==> config.mk <==
export PLATFORM = sky130hd
export DESIGN_NAME = fetch_stage
export DESIGN_NICKNAME = d
export VERILOG_FILES = /design/src/rtl/fetch_pkg.sv /design/src/rtl/fetch_ctrl.sv /design/src/rtl/fetch_stage.sv
export SDC_FILE = /design/constraint.sdc
export NUM_CORES = 1
export LEC_CHECK = 0
export BUFFER_PORTS_ARGS = -buffer_cell sky130_fd_sc_hd__buf_4
export CORE_MARGIN = 5
export CORE_UTILIZATION = 58
export CTS_BUF_LIST = sky130_fd_sc_hd__clkbuf_4
export CTS_CLUSTER_DIAMETER = 150
export DETAILED_ROUTE_END_ITERATION = 7
export GPL_TIMING_DRIVEN = 0
export HOLD_SLACK_MARGIN = 0.06
export PLACE_DENSITY = 0.95
export SLEW_MARGIN = 20
export SYNTH_ARGS = -nofsm -noshare
export SYNTH_HDL_FRONTEND = slang
export SYNTH_SLANG_ARGS = --single-unit
==> constraint.sdc <==
create_clock -name clk -period 7.1 [get_ports clk]
set_input_delay 0 -clock clk [delete_from_list [all_inputs] [get_ports clk]]
set_output_delay 0 -clock clk [all_outputs]
set_load 0.05 [all_outputs]
==> src/rtl/fetch_pkg.sv <==
// Shared types and constants for the fetch stage: FSM states, select encodings and widths.
package fetch_pkg;

    localparam int XLEN  = 32;
    localparam int CNT_W = 3;

    localparam logic [0:XLEN-1] DEFAULT_NOP = 32'h0000_0000;

    typedef enum logic {
        RUN     = 1'b0,
        BR_WAIT = 1'b1
    } state_e;

    typedef enum logic [1:0] {
        PC_HOLD     = 2'd0,
        PC_INC      = 2'd1,
        PC_REDIRECT = 2'd2
    } pc_sel_e;

    typedef enum logic [1:0] {
        IFID_HOLD  = 2'd0,
        IFID_FETCH = 2'd1,
        IFID_NOP   = 2'd2
    } ifid_sel_e;

endpackage

==> src/rtl/fetch_ctrl.sv <==
// Fetch arbitration FSM: decides each cycle how the PC and the IF/ID register update.
module fetch_ctrl
    import fetch_pkg::*;
#(
    parameter int BRANCH_BUBBLES = 1
) (
    input  logic       clk,
    input  logic       rst_n,
    input  logic       load_bubble,
    input  logic       branch_bubble,
    input  logic       redirect_valid,
    output logic [1:0] pc_load_sel,
    output logic [1:0] ifid_sel
);

    localparam logic [CNT_W-1:0] BUBBLE_INIT = CNT_W'(BRANCH_BUBBLES);

    state_e            state_q, state_d;
    logic [CNT_W-1:0]  cnt_q, cnt_d;
    pc_sel_e           pc_sel;
    ifid_sel_e         ifid_sel_int;

    always_ff @(posedge clk or negedge rst_n) begin
        if (!rst_n) begin
            state_q <= RUN;
            cnt_q   <= '0;
        end else begin
            state_q <= state_d;
            cnt_q   <= cnt_d;
        end
    end

    always_comb begin
        state_d      = state_q;
        cnt_d        = cnt_q;
        pc_sel       = PC_HOLD;
        ifid_sel_int = IFID_HOLD;

        if (redirect_valid) begin
            pc_sel       = PC_REDIRECT;
            ifid_sel_int = IFID_NOP;
            state_d      = RUN;
            cnt_d        = '0;
        end else if (!load_bubble) begin
            case (state_q)
                RUN: begin
                    pc_sel       = PC_INC;
                    ifid_sel_int = IFID_FETCH;
                    if (branch_bubble) begin
                        cnt_d   = BUBBLE_INIT;
                        state_d = BR_WAIT;
                    end
                end
                BR_WAIT: begin
                    // branch_bubble is deliberately ignored while draining bubbles
                    ifid_sel_int = IFID_NOP;
                    cnt_d        = cnt_q - 1'b1;
                    if (cnt_q <= CNT_W'(1)) begin
                        state_d = RUN;
                    end
                end
                default: begin
                    state_d = RUN;
                    cnt_d   = '0;
                end
            endcase
        end
    end

    assign pc_load_sel = pc_sel;
    assign ifid_sel    = ifid_sel_int;

endmodule

==> src/rtl/fetch_stage.sv <==
// PC register and IF/ID pipeline register; optional perf counters built when FETCH_PERF_EN is defined.
module fetch_stage
    import fetch_pkg::*;
#(
    parameter logic [0:XLEN-1] RESET_PC       = 32'h0000_0000,
    parameter logic [0:XLEN-1] NOP_WORD       = DEFAULT_NOP,
    parameter int              BRANCH_BUBBLES = 1
) (
    input  logic          clk,
    input  logic          rst_n,
    output logic [0:31]   imem_addr,
    input  logic [0:31]   imem_data,
    input  logic          load_bubble,
    input  logic          branch_bubble,
    input  logic          redirect_valid,
    input  logic [0:31]   redirect_target,
    output logic [0:31]   decode_inst,
    output logic [0:31]   decode_pc_plus_4,
    output logic          decode_valid
`ifdef FETCH_PERF_EN
    ,
    output logic [0:31]   perf_stall_cnt,
    output logic [0:31]   perf_bubble_cnt
`endif
);

    logic [1:0]       pc_load_sel;
    logic [1:0]       ifid_sel;
    logic [0:XLEN-1]  pc_q, pc_d, pc_plus_4;
    logic [0:XLEN-1]  inst_q, inst_d;
    logic [0:XLEN-1]  pc4_q, pc4_d;
    logic             valid_q, valid_d;

    fetch_ctrl #(
        .BRANCH_BUBBLES (BRANCH_BUBBLES)
    ) u_ctrl (
        .clk            (clk),
        .rst_n          (rst_n),
        .load_bubble    (load_bubble),
        .branch_bubble  (branch_bubble),
        .redirect_valid (redirect_valid),
        .pc_load_sel    (pc_load_sel),
        .ifid_sel       (ifid_sel)
    );

    assign pc_plus_4 = pc_q + XLEN'(4);

    always_comb begin
        pc_d = pc_q;
        case (pc_sel_e'(pc_load_sel))
            PC_INC:      pc_d = pc_plus_4;
            PC_REDIRECT: pc_d = redirect_target;
            default:     pc_d = pc_q;
        endcase
    end

    // A bubble carries the PC it stands in for: the redirect target on squash, the held PC in BR_WAIT.
    always_comb begin
        inst_d  = inst_q;
        pc4_d   = pc4_q;
        valid_d = valid_q;
        case (ifid_sel_e'(ifid_sel))
            IFID_FETCH: begin
                inst_d  = imem_data;
                pc4_d   = pc_plus_4;
                valid_d = 1'b1;
            end
            IFID_NOP: begin
                inst_d  = NOP_WORD;
                pc4_d   = pc_d;
                valid_d = 1'b0;
            end
            default: ;
        endcase
    end

    always_ff @(posedge clk or negedge rst_n) begin
        if (!rst_n) begin
            pc_q    <= RESET_PC;
            inst_q  <= NOP_WORD;
            pc4_q   <= RESET_PC;
            valid_q <= 1'b0;
        end else begin
            pc_q    <= pc_d;
            inst_q  <= inst_d;
            pc4_q   <= pc4_d;
            valid_q <= valid_d;
        end
    end

    assign imem_addr        = pc_q;
    assign decode_inst      = inst_q;
    assign decode_pc_plus_4 = pc4_q;
    assign decode_valid     = valid_q;

`ifdef FETCH_PERF_EN
    logic [0:31] stall_cnt_q, stall_cnt_d;
    logic [0:31] bubble_cnt_q, bubble_cnt_d;
    logic        stall_inc, bubble_inc;

    assign stall_inc  = load_bubble && !redirect_valid;
    assign bubble_inc = (ifid_sel == IFID_NOP);

    always_comb begin
        stall_cnt_d  = stall_cnt_q;
        bubble_cnt_d = bubble_cnt_q;
        if (stall_inc && (stall_cnt_q != '1)) begin
            stall_cnt_d = stall_cnt_q + 1'b1;
        end
        if (bubble_inc && (bubble_cnt_q != '1)) begin
            bubble_cnt_d = bubble_cnt_q + 1'b1;
        end
    end

    always_ff @(posedge clk or negedge rst_n) begin
        if (!rst_n) begin
            stall_cnt_q  <= '0;
            bubble_cnt_q <= '0;
        end else begin
            stall_cnt_q  <= stall_cnt_d;
            bubble_cnt_q <= bubble_cnt_d;
        end
    end

    assign perf_stall_cnt  = stall_cnt_q;
    assign perf_bubble_cnt = bubble_cnt_q;
`endif

endmodule

==> metrics.yaml <==
floorplan:
  num_rows: 36
  core-area_um2: 9729
  die_h_um: 109.8
  initial_core_util_pct: 59.37
  ios: 166
  die_x_um: 109.8
  die_area_um2: 12060
drt:
  vias: 6515
  vias_per_cell: 6.313
  drcViolationCount: 0
  drt-total-wl_um: 22890
  final_antenna_net_count: 0
  drtIter0Drc: 664
  wl_per_cell_um: 22.18
  drtPass1Iterations: 5
sta:
  tightest_slew_ns: 0.9470
  hold_viol: 0
  final.min_clock_period_ns: 4.560
  finalClockSkew_ns: 0.02222
  setup_viol: 0
  rsz0062_at_grt: "no"
  final.setup.tns_ns: 0
  slew_headroom_pct: 36.38
  slew_viol_final: 0
  fin_crit_sh_pct: 64.22
  fmax_ghz: 0.2193
yosys:
  synth_top_area_share_pct: 43.75
  synthTopCellsByArea: "dfrtp_1, nand2_1, o21ai_0, nand2b_1, xnor2_1"
  synthTopCellsByCount: "dfrtp_1, nand2_1, o21ai_0, clkbuf_1, nand2b_1"
  syn-cell-area_um2: 5777
  synth_ff_type: "dfrtp_1"
  synth-async-reset-ratio_pct: 100.0
  yosys.area.top_type: "dfrtp_1"
  ys_seq_elements: 101
  syn_inst: 649
  synthDistinctLibCells: 72
  yosysWarnings: 0
  synth_edf_count: 0
  syn_area_per_cell_um2: 8.901
  yosysMostFrequentCell: "dfrtp_1"
  synth_nets: 722
  seq_area_frac_synth_pct: 43.75
global_routing:
  antenna_found_initial: 2
  grt_max_degree: 102
  grt.overflow.total: 0
  grt_pass1_wl_um: 34910
  first_global_vias: 6677
  grtUsageTotal_pct: 38.22
cells_and_area:
  layout.nets: 966
  final_area_um2: 7979
  finalNonFillerCells: 1032
  drive_gt1_share_pct: 23.86
  area_growth_syn_to_layout_pct: 38.12
  fill_cells: 576
clock_network:
  cts_htree_levels: 3
  clock_latency_ns: 0.48
  cts_tree: "built"
  clk_pin_slew_worst_paths_ns: 0.16
  cts_root_buf: "clkbuf_4"
  cts_buffers: 9
  ctsLongestPathBuffers: 2
  clock_sinks: 101
setup_path:
  crit_required_ns: 7.48
  cp-end-kind: "register"
  cp-start-kind: "register"
  critPathArrivalTime_ns: 4.94
  critPathMaxFanout: 10
  path_class: "register to register"
power_and_ir_drop:
  worst_ir_drop_vdd_v: 0.0001673
  p_leak_uw: 0.003475
  pwr_density_cell_nw_per_um2: 233.6
place:
  numPortBuffers: 164
  place_hpwl_um: 15070
  place.gp.congestion: 0.9537
  dpl_cell_area_um2: 7178
  dp_cells: 946
outcome:
  status: "finished clean"
hold_path:
  hold_path_class: "input pin to register"
run:
  drv_cap: 0
power breakdown:
group / internal [µW] / leakage [µW] / switching [µW] / total (µW)
sequential: 664 / 0.00123 / 78.0 / 742
combinational: 275 / 0.00220 / 590 / 865
clock: 66.0 / 0.0000503 / 191 / 257
total: 1010 / 0.00348 / 859 / 1860
layout by cell type, fill, tap and decap left out, drive strengths merged, types with 4 or more instances in the layout:
cell type / instances
nor2b: 5
and4: 8
a21oi: 17
nor4: 20
xnor2: 21
a221o: 4
nor2: 33
nand3: 17
nand2b: 38
mux2: 5
dlygate4sd3: 69
mux2i: 4
and2: 8
or4: 5
nand2: 90
clkinv: 4
o21a: 4
ha: 4
a31oi: 10
o221a: 5
o211ai: 5
buf: 180
clkbuf: 47
and3: 5
o21ai: 64
inv: 17
nand4: 17
o21bai: 4
dfrtp: 101
xor2: 8
a211oi: 5
nor3: 19
per-layer routing:
metal	GRT usage, %	share of wire (%)
met3	9.982	12
met1	45.94	37
met5	0	0
met2	63.30	46
met4	19.23	4.8
final cells by class:
type | instances | area (µm²) | share of cell area [%]
Antenna cell | 2 | 5.005 | 0.06273
Buffer | 54 | 220.2 | 2.760
Clock buffer | 9 | 67.56 | 0.8468
Clock inverter | 6 | 31.28 | 0.3920
Inverter | 17 | 63.81 | 0.7997
Multi-Input combinational cell | 477 | 2972 | 37.24
Sequential cell | 101 | 2527 | 31.68
Tap cell | 133 | 166.4 | 2.086
Timing Repair Buffer | 233 | 1926 | 24.13
final timing paths:
kind,from,to,slack (ns),depth (start not counted)
hold reg to reg,decode_pc_plus_4[14],decode_pc_plus_4[14],0.51,1
hold / removal,load_bubble,imem_addr[19],0.11,4
setup / recovery,u_ctrl.state_q,decode_pc_plus_4[2],2.54,11
min in group asynchronous,rst_n,decode_pc_plus_4[18],0.20,2
max in group asynchronous,rst_n,decode_pc_plus_4[5],6.26,2
setup reg to reg,u_ctrl.state_q,decode_pc_plus_4[2],2.54,11
flip-flops by register name, indices dropped and copies added, names as in the netlist:
name              flops
decode_valid          1
u_ctrl.cnt_q          3
decode_pc_plus_4     32
imem_addr            32
u_ctrl.state_q        1
decode_inst          32
critical path, cell delays in order, from the launching register on:
cell and delay [ns]:
dfrtp_1 0.42, clkbuf_1 0.24, nor2_1 0.61, clkbuf_1 0.57, nand2_1 0.25, ha_1 0.35
clkbuf_1 0.30, clkbuf_1 0.55, clkbuf_1 0.64, o22ai_1 0.19, nor3_1 0.26, nand2_1 0.09
cells by family after synthesis:
group / synth area share, %
AO/OA/AOI/OAI: 17.57
XOR/XNOR: 4.397
adder cells (fa/ha/maj): 0.8664
buffers and inverters: 4.917
flip-flops: 43.75
multiplexers: 1.668
AND/OR/NAND/NOR: 26.84
stage by stage:
stage | hold WS (ns) | util, % | power [µW] | setup slack, ns
after floorplan | -0.2956 | - | 1266 | 4.304
after global placement | 0.2175 | 73.74 | 1533 | 2.907
after detailed placement | 0.1732 | 73.78 | 1555 | 2.820
after CTS | 0.1004 | 81.89 | 1836 | 2.791
after global routing | 0.1375 | 82.01 | 1937 | 2.469
final | 0.1110 | 82.01 | 1864 | 2.540
what timing repair did:
action / in CTS / in global routing
hold endpoints to repair: 197 / 0
gates resized for setup: 0 / 0
setup buffers: 0 / 0
hold buffers: 69 / 0
No activity file was read; power rests on OpenSTA's default activity.
